<file path="src/rtl/load_store_unit_if.sv">
// load_store_unit_if
// Memory bus between the load/store unit (master) and memory (slave).
//   bus_req   : master -> slave, transfer request, held until bus_ack
//   bus_we    : master -> slave, 1 = write
//   bus_addr  : master -> slave, word-aligned byte address
//   bus_be    : master -> slave, byte enables (little-endian lanes)
//   bus_wdata : master -> slave, lane-replicated write data
//   bus_ack   : slave -> master, transfer complete, qualifies bus_rdata
//   bus_rdata : slave -> master, read data
interface load_store_unit_if;
    logic        bus_req;
    logic        bus_we;
    logic [31:0] bus_addr;
    logic [3:0]  bus_be;
    logic [31:0] bus_wdata;
    logic        bus_ack;
    logic [31:0] bus_rdata;

    modport master (
        output bus_req, bus_we, bus_addr, bus_be, bus_wdata,
        input  bus_ack, bus_rdata
    );

    modport slave (
        input  bus_req, bus_we, bus_addr, bus_be, bus_wdata,
        output bus_ack, bus_rdata
    );
endinterface

</file>
<file path="src/rtl/load_store_unit.sv">
// load_store_unit
// Converts a single load/store request into one memory bus transfer.
// Formats sub-word store data and byte enables, extracts and extends
// load data, detects misaligned/illegal accesses and bus timeouts.
//   clk, rst      : clock (rising edge), synchronous active-high reset
//   start         : request strobe, only looked at in IDLE
//   MemRead/Write : load / store request (both set is illegal)
//   size          : 00 byte, 01 half, 10 word, 11 illegal
//   sign_ext      : loads only, 1 = sign-extend sub-word results
//   alu_output    : effective byte address
//   store_data    : store operand
//   bus           : memory bus (master side)
//   load_data     : extended load result (cleared on a fault)
//   done          : one-cycle completion pulse
//   busy          : high whenever not IDLE
//   fault         : one-cycle error pulse, coincident with done
module load_store_unit (
    input  logic                     clk,
    input  logic                     rst,
    input  logic                     start,
    input  logic                     MemRead,
    input  logic                     MemWrite,
    input  logic [1:0]               size,
    input  logic                     sign_ext,
    input  logic [31:0]              alu_output,
    input  logic [31:0]              store_data,
    load_store_unit_if.master        bus,
    output logic [31:0]              load_data,
    output logic                     done,
    output logic                     busy,
    output logic                     fault
);

    localparam logic [1:0] IDLE = 2'd0;
    localparam logic [1:0] REQ  = 2'd1;
    localparam logic [1:0] DONE = 2'd2;
    localparam logic [1:0] ERR  = 2'd3;

    logic [1:0]  state;
    logic [3:0]  tmo_cnt;
    logic        we_q;
    logic        sx_q;
    logic [1:0]  size_q;
    logic [1:0]  off_q;
    logic [3:0]  be_q;
    logic [31:0] addr_q;
    logic [31:0] wdata_q;

    logic        illegal;
    logic [3:0]  be_fmt;
    logic [31:0] wdata_fmt;
    logic [31:0] rdata_ext;
    logic [7:0]  rd_byte;
    logic [15:0] rd_half;

    // Request decode and store formatting from the live inputs.
    always_comb begin
        illegal   = 1'b0;
        be_fmt    = 4'b0000;
        wdata_fmt = store_data;
        if (MemRead && MemWrite)
            illegal = 1'b1;
        case (size)
            2'b00: begin
                be_fmt    = 4'b0001 << alu_output[1:0];
                wdata_fmt = {4{store_data[7:0]}};
            end
            2'b01: begin
                if (alu_output[0])
                    illegal = 1'b1;
                be_fmt    = alu_output[1] ? 4'b1100 : 4'b0011;
                wdata_fmt = {2{store_data[15:0]}};
            end
            2'b10: begin
                if (alu_output[1:0] != 2'b00)
                    illegal = 1'b1;
                be_fmt    = 4'b1111;
                wdata_fmt = store_data;
            end
            default: illegal = 1'b1;
        endcase
    end

    // Load extraction uses the latched offset/size so it stays valid for the whole REQ.
    always_comb begin
        rd_byte = bus.bus_rdata[7:0];
        case (off_q)
            2'b00:   rd_byte = bus.bus_rdata[7:0];
            2'b01:   rd_byte = bus.bus_rdata[15:8];
            2'b10:   rd_byte = bus.bus_rdata[23:16];
            default: rd_byte = bus.bus_rdata[31:24];
        endcase
        rd_half = off_q[1] ? bus.bus_rdata[31:16] : bus.bus_rdata[15:0];
        case (size_q)
            2'b00:   rdata_ext = {{24{sx_q & rd_byte[7]}}, rd_byte};
            2'b01:   rdata_ext = {{16{sx_q & rd_half[15]}}, rd_half};
            default: rdata_ext = bus.bus_rdata;
        endcase
    end

    always_ff @(posedge clk) begin
        if (rst) begin
            state     <= IDLE;
            tmo_cnt   <= '0;
            we_q      <= 1'b0;
            sx_q      <= 1'b0;
            size_q    <= '0;
            off_q     <= '0;
            be_q      <= '0;
            addr_q    <= '0;
            wdata_q   <= '0;
            load_data <= '0;
        end else begin
            case (state)
                IDLE: begin
                    if (start && (MemRead || MemWrite)) begin
                        if (illegal) begin
                            state     <= ERR;
                            load_data <= '0;
                        end else begin
                            state   <= REQ;
                            tmo_cnt <= '0;
                            we_q    <= MemWrite;
                            sx_q    <= sign_ext;
                            size_q  <= size;
                            off_q   <= alu_output[1:0];
                            be_q    <= be_fmt;
                            addr_q  <= {alu_output[31:2], 2'b00};
                            wdata_q <= wdata_fmt;
                        end
                    end
                end
                REQ: begin
                    if (bus.bus_ack) begin
                        state <= DONE;
                        if (!we_q)
                            load_data <= rdata_ext;
                    end else if (tmo_cnt == 4'd15) begin
                        // 16th REQ cycle without ack
                        state     <= ERR;
                        load_data <= '0;
                    end else begin
                        tmo_cnt <= tmo_cnt + 4'd1;
                    end
                end
                default: state <= IDLE;
            endcase
        end
    end

    assign bus.bus_req   = (state == REQ);
    assign bus.bus_we    = (state == REQ) && we_q;
    assign bus.bus_be    = (state == REQ) ? be_q : 4'b0000;
    assign bus.bus_addr  = addr_q;
    assign bus.bus_wdata = wdata_q;

    assign done  = (state == DONE) || (state == ERR);
    assign fault = (state == ERR);
    assign busy  = (state != IDLE);

endmodule

</file>
<file path="src/flat_wrapper.sv">
// flat-port wrapper written by rule: the top's interface ports become plain ports
module load_store_unit_flat 
  (clk, rst, start, MemRead, MemWrite, size, sign_ext, alu_output, store_data, load_data, done, busy, fault, bus_bus_req, bus_bus_we, bus_bus_addr, bus_bus_be, bus_bus_wdata, bus_bus_ack, bus_bus_rdata);
  load_store_unit_if bus_i ();
  input  logic clk;
  input  logic rst;
  input  logic start;
  input  logic MemRead;
  input  logic MemWrite;
  input  logic [1:0] size;
  input  logic sign_ext;
  input  logic [31:0] alu_output;
  input  logic [31:0] store_data;
  output logic [31:0] load_data;
  output logic done;
  output logic busy;
  output logic fault;
  output wire logic [$bits(bus_i.bus_req)-1:0] bus_bus_req;
  output wire logic [$bits(bus_i.bus_we)-1:0] bus_bus_we;
  output wire logic [$bits(bus_i.bus_addr)-1:0] bus_bus_addr;
  output wire logic [$bits(bus_i.bus_be)-1:0] bus_bus_be;
  output wire logic [$bits(bus_i.bus_wdata)-1:0] bus_bus_wdata;
  input wire logic [$bits(bus_i.bus_ack)-1:0] bus_bus_ack;
  input wire logic [$bits(bus_i.bus_rdata)-1:0] bus_bus_rdata;
  assign bus_bus_req = bus_i.bus_req;
  assign bus_bus_we = bus_i.bus_we;
  assign bus_bus_addr = bus_i.bus_addr;
  assign bus_bus_be = bus_i.bus_be;
  assign bus_bus_wdata = bus_i.bus_wdata;
  assign bus_i.bus_ack = bus_bus_ack;
  assign bus_i.bus_rdata = bus_bus_rdata;
  load_store_unit u_core (.clk(clk), .rst(rst), .start(start), .MemRead(MemRead), .MemWrite(MemWrite), .size(size), .sign_ext(sign_ext), .alu_output(alu_output), .store_data(store_data), .bus(bus_i), .load_data(load_data), .done(done), .busy(busy), .fault(fault));
endmodule
</file>
<file path="config.mk">
export PLATFORM = sky130hd
export DESIGN_NAME = load_store_unit_flat
export DESIGN_NICKNAME = d
export VERILOG_FILES = /design/src/rtl/load_store_unit_if.sv /design/src/rtl/load_store_unit.sv /design/src/flat_wrapper.sv
export SDC_FILE = /design/constraint.sdc
export NUM_CORES = 1
export LEC_CHECK = 0
export CAP_MARGIN = 30
export CORE_MARGIN = 8
export CORE_UTILIZATION = 40
export CTS_CLUSTER_SIZE = 8
export DETAILED_ROUTE_END_ITERATION = 8
export PLACE_DENSITY_LB_ADDON = 0.05
export SYNTH_ARGS = -nofsm -noshare
export SYNTH_HDL_FRONTEND = slang
export SYNTH_SLANG_ARGS = --single-unit
</file>
<file path="constraint.sdc">
create_clock -name clk -period 2.6 [get_ports clk]
set_clock_uncertainty 0.05 [all_clocks]
set_input_delay 0.52 -clock clk [delete_from_list [all_inputs] [get_ports clk]]
set_output_delay 0.52 -clock clk [all_outputs]
set_load 0.01 [all_outputs]
</file>
==> key figures <==
STA
  – Final Hold Fails: 0
  – Number of pins exceeding their max-slew limit in the final report: 0
  – Slew at the pin closest to its max-slew limit: ~0.84 ns
  – Max-Slew Margin vs Limit: about 44%
  – Final Critical Period: about 2.5 ns
  – Final setup vio count: 0
  – Fraction of the cycle the final worst path needs: between 90% and 100%
  – Setup tns final: 0 ns
  – Top achievable clock speed: about 410 MHz

Detailed routing
  – Vias: about 5k
  – DR pass1 iterations: 7
  – Final wirelength: around 16 mm
  – Vias per cell: 5.27
  – Residual antenna-violating net count after detailed routing: 0
  – DRC marker count from the first detailed-route iteration: roughly 370
  – Drc violations: 0
  – Routed len/inst: roughly 17 um

Power
  – P per Cell Area: approximately 540 nW/um2
  – Worst vdd ir: around 0.0003 V
  – Leak: approximately 0.0027 uW

Setup path
  – Crit path largest cell delay: roughly 0.47 ns
  – Crit path max-delay family: buffers and inverters
  – Data required time of the critical path: approximately 2.8 ns
  – Length in cells of the worst reg-to-reg path: 7
  – Endpoint of the worst-slack reg-to-reg timing path: u_core.load_data[30]
  – Worst flop-to-flop path startpoint: u_core.tmo_cnt[0]
  – Number of buffer and inverter instances along the worst setup path: 4
  – Critical Path AT: 2.62 ns
  – Setup Crit Path Kind: in2reg
  – Setup slack on the worst flop-to-flop path: 0.62 ns
  – CP cell instances: clkdlybuf4s50_1 > inv_1 > ha_1 > o211a_1 > a211oi_4 > buf_6 > nand3_2 > buf_4 > nand2_1 > a21oi_1
  – CP startpoint kind: input port
  – Master of the slowest instance on the critical path: sky130_fd_sc_hd__clkdlybuf4s50_1
  – Max Fanout on Critical Path: 41
  – Element type at the critical path end: register

GRT
  – Initial antenna violation count: 0
  – Overall routing resource usage: 19.3%
  – Pin count of the biggest net entering global routing: between 40 and 50
  – Vias in the first global route: ~4.8k
  – First-pass GRT wire length: roughly 25 mm
  – GR Overflow Total: 0

Worst hold path
  – Worst Hold End: u_core.be_q[2]
  – Path class of the lowest-slack min-delay path: reg2reg
  – Source of the worst hold timing path: u_core.be_q[2]
  – Worst hold stages: 2

Run
  – MaxCap Viol Count: 0

Finish
  – Final net count: slightly below 900
  – Post-Layout Inst Area: roughly 7500 um2
  – Proportion of layout cells with a drive suffix above 1: a little over 8%
  – Ant. Diodes: 0
  – Area growth from synthesis to layout: 52.9%
  – Layout Cells excl Fill: about 930

Clocking
  – Number of buffers on the longest clock path: 2
  – CTS hold repair buffers: 0
  – Reg clk slew, reported paths: 0.07 ns
  – Setup fix buffers added after clock tree synthesis: 0
  – Skew-Pair Late Insertion Delay: 0.35 ns
  – CTS tree: yes
  – Post-cts repair resize count: 0
  – Number of CTS-inserted buffers: 9
  – Total number of clock tree sinks: 110
  – Clk Tree Root Cell: sky130_fd_sc_hd__clkbuf_16
  – Maximum level of the CTS H-tree: 3

Yosys
  – Post-synthesis share of cell area spent on and, or, nand and nor gates: between 10% and 20%
  – Proportion of synthesized area in mux cells: 3.95%
  – Main combinational cell family by area after synthesis: compound AO/OA/AOI/OAI gates
  – Mean Syn Cell Area: ~8.5 um2
  – Leading register cell type out of synthesis: sky130_fd_sc_hd__dfxtp_1
  – Share of the yosys chip area belonging to registers: around 45%
  – Number of instances in the synthesized netlist: 580
  – Xor and xnor fraction of the mapped netlist area: less than 1%
  – Cell area after technology mapping: about 4900 um2
  – Share of synthesized cell area in full adder, half adder and majority cells: between 1 and 1.5%
  – Share of flip-flops with an asynchronous set or reset: 0%
  – Synth unique cells: 46
  – Number of warning messages in the yosys log: 0
  – Complex-gate fraction of the synthesized area: 26.6%
  – Synth Register Bits: 110
  – Number of synthesized flops with an enable pin: 0

Floorplanning
  – Die footprint: approximately 16000 um2
  – Die Wd: approximately 130 um
  – Starting density of the core: roughly two fifths
  – Placement Rows: 40
  – Core region area: ~12000 um2
  – Number of primary I/O pins: 210
  – Height of the chip: 127 um

Place
  – Placed Cells: 913
  – Count of input and output buffers: 207
  – Dpl hpwl: ~12 mm
  – Final GP Congestion: slightly below 0.9
  – Placement-stage cell area: between 7000 and 8000 um2

Status
  – Run status: complete, no violations
-- routing by layer --
metal	vias up	wire (um)	GRT usage, %
met5	-	0	0
met4	0	293	6.93
met3	21	1340	6.62
met2	167	7680	31.6
met1	2280	6770	23.1
li1	2432	-	-
-- worst max-delay path by stage --
stage / startpoint / end / slack [ns] / cells after the start
after floorplan: size[0] / u_core.tmo_cnt[3] / 0.33 / 7
after global placement: size[0] / u_core.load_data[13] / -0.22 / 11
after detailed placement: size[0] / u_core.load_data[12] / -0.26 / 11
after CTS: u_core.state[0] / bus_bus_be[3] / 0.09 / 3
after global routing: size[0] / u_core.load_data[29] / -0.01 / 11
final: size[0] / u_core.bus.bus_addr[8] / 0.14 / 10
-- sequential cells by signal (all words and copies together) (netlist names) --
name / flops
u_core.be_q: 4
u_core.bus.bus_addr: 30
u_core.bus.bus_wdata: 32
u_core.load_data: 32
u_core.off_q: 2
u_core.size_q: 2
u_core.state: 2
u_core.sx_q: 1
u_core.tmo_cnt: 4
u_core.we_q: 1
-- report_power, final --
part           internal [uW]  leakage, uW  total [uW]  switching, uW
registers               1760     0.000893        1810           52.3
clock network            770     0.000148        1390            618
logic                    438      0.00162         831            392
total                   2970      0.00266        4030           1060
-- area by class of cell --
class,count,area [um2]
tap,147,184
fill,1050,4500
inverter,9,33.8
clock inverter,6,61.3
timing repair buffer,235,2340
multi-input combinational,412,2450
clock buffer,10,239
sequential,110,2200
-- metrics by stage --
| step | total power [uW] | worst slack (ns) | utilization, % | hold WS, ns |
|---|---|---|---|---|
| finish | 4030 | 0.137 | 62.5 | 0.400 |
| global route | 4210 | -0.0106 | 62.5 | 0.419 |
| CTS | 4070 | 0.0937 | 62.5 | 0.400 |
| detailed placement | 2680 | -0.263 | 60.0 | 0.390 |
| global placement | 2660 | -0.220 | 60.0 | 0.386 |
| floorplan | 2230 | 0.335 | - | 0.377 |
-- Yosys cell counts, types with 4 or more instances --
master / instances / share of area (%)
sky130_fd_sc_hd__a211oi_1: 16 / 2.4
sky130_fd_sc_hd__a21oi_1: 85 / 8.7
sky130_fd_sc_hd__a22o_1: 8 / 1.4
sky130_fd_sc_hd__a311oi_2: 7 / 2.1
sky130_fd_sc_hd__a32o_1: 8 / 1.6
sky130_fd_sc_hd__and2_1: 6 / 0.76
sky130_fd_sc_hd__buf_2: 13 / 1.3
sky130_fd_sc_hd__buf_4: 5 / 0.76
sky130_fd_sc_hd__clkbuf_1: 27 / 2.1
sky130_fd_sc_hd__dfxtp_1: 110 / 45
sky130_fd_sc_hd__ha_1: 5 / 1.3
sky130_fd_sc_hd__inv_1: 8 / 0.61
sky130_fd_sc_hd__mux2i_1: 16 / 3.3
sky130_fd_sc_hd__nand2_1: 105 / 8.0
sky130_fd_sc_hd__nand2b_1: 11 / 1.4
sky130_fd_sc_hd__nand3_1: 4 / 0.41
sky130_fd_sc_hd__nor2_1: 37 / 2.8
sky130_fd_sc_hd__nor2b_1: 5 / 0.64
sky130_fd_sc_hd__nor3_1: 18 / 1.8
sky130_fd_sc_hd__o21ai_0: 30 / 3.1
sky130_fd_sc_hd__o2bb2ai_1: 24 / 4.3
-- layout by cell type, fill, tap and decap left out, types with 2 or more instances in the layout --
| master | n |
|---|---|
| sky130_fd_sc_hd__a211oi_1 | 15 |
| sky130_fd_sc_hd__conb_1 | 2 |
| sky130_fd_sc_hd__buf_4 | 22 |
| sky130_fd_sc_hd__buf_12 | 5 |
| sky130_fd_sc_hd__dfxtp_1 | 110 |
| sky130_fd_sc_hd__nor3_1 | 18 |
| sky130_fd_sc_hd__nor2b_1 | 5 |
| sky130_fd_sc_hd__o21ai_0 | 30 |
| sky130_fd_sc_hd__clkinv_2 | 3 |
| sky130_fd_sc_hd__nor2_1 | 36 |
| sky130_fd_sc_hd__nand3b_1 | 3 |
| sky130_fd_sc_hd__nand3_1 | 4 |
| sky130_fd_sc_hd__and2_1 | 6 |
| sky130_fd_sc_hd__mux2i_1 | 16 |
| sky130_fd_sc_hd__ha_1 | 5 |
| sky130_fd_sc_hd__a22o_1 | 8 |
| sky130_fd_sc_hd__o21a_1 | 2 |
| sky130_fd_sc_hd__inv_1 | 8 |
| sky130_fd_sc_hd__nand2b_1 | 11 |
| sky130_fd_sc_hd__a211oi_2 | 3 |
| sky130_fd_sc_hd__a21oi_1 | 85 |
| sky130_fd_sc_hd__nand2_1 | 105 |
| sky130_fd_sc_hd__clkdlybuf4s50_1 | 206 |
| sky130_fd_sc_hd__o2bb2ai_1 | 24 |
| sky130_fd_sc_hd__clkbuf_16 | 9 |
| sky130_fd_sc_hd__a311oi_2 | 7 |
| sky130_fd_sc_hd__a32o_1 | 8 |
-- worst reg2reg max path: stages, from the launching register on --
cell,delay (ns)
sky130_fd_sc_hd__dfxtp_1,0.37
sky130_fd_sc_hd__ha_1,0.20
sky130_fd_sc_hd__and3_1,0.20
sky130_fd_sc_hd__o21bai_1,0.11
sky130_fd_sc_hd__buf_4,0.16
sky130_fd_sc_hd__nor3_4,0.20
sky130_fd_sc_hd__nand2_1,0.35
sky130_fd_sc_hd__o2bb2ai_1,0.27
-- cells by family (layout without fill, tap and decap cells) --
group | count (synthesis) | in the layout
adder cells (fa/ha/maj) | 5 | 5
AND/OR/NAND/NOR | 195 | 195
multiplexers | 18 | 18
buffers and inverters | 59 | 260
AO/OA/AOI/OAI | 191 | 191
XOR/XNOR | 1 | 1
other | 1 | 2
flip-flops | 110 | 110
(Power assumes the default switching activity.)
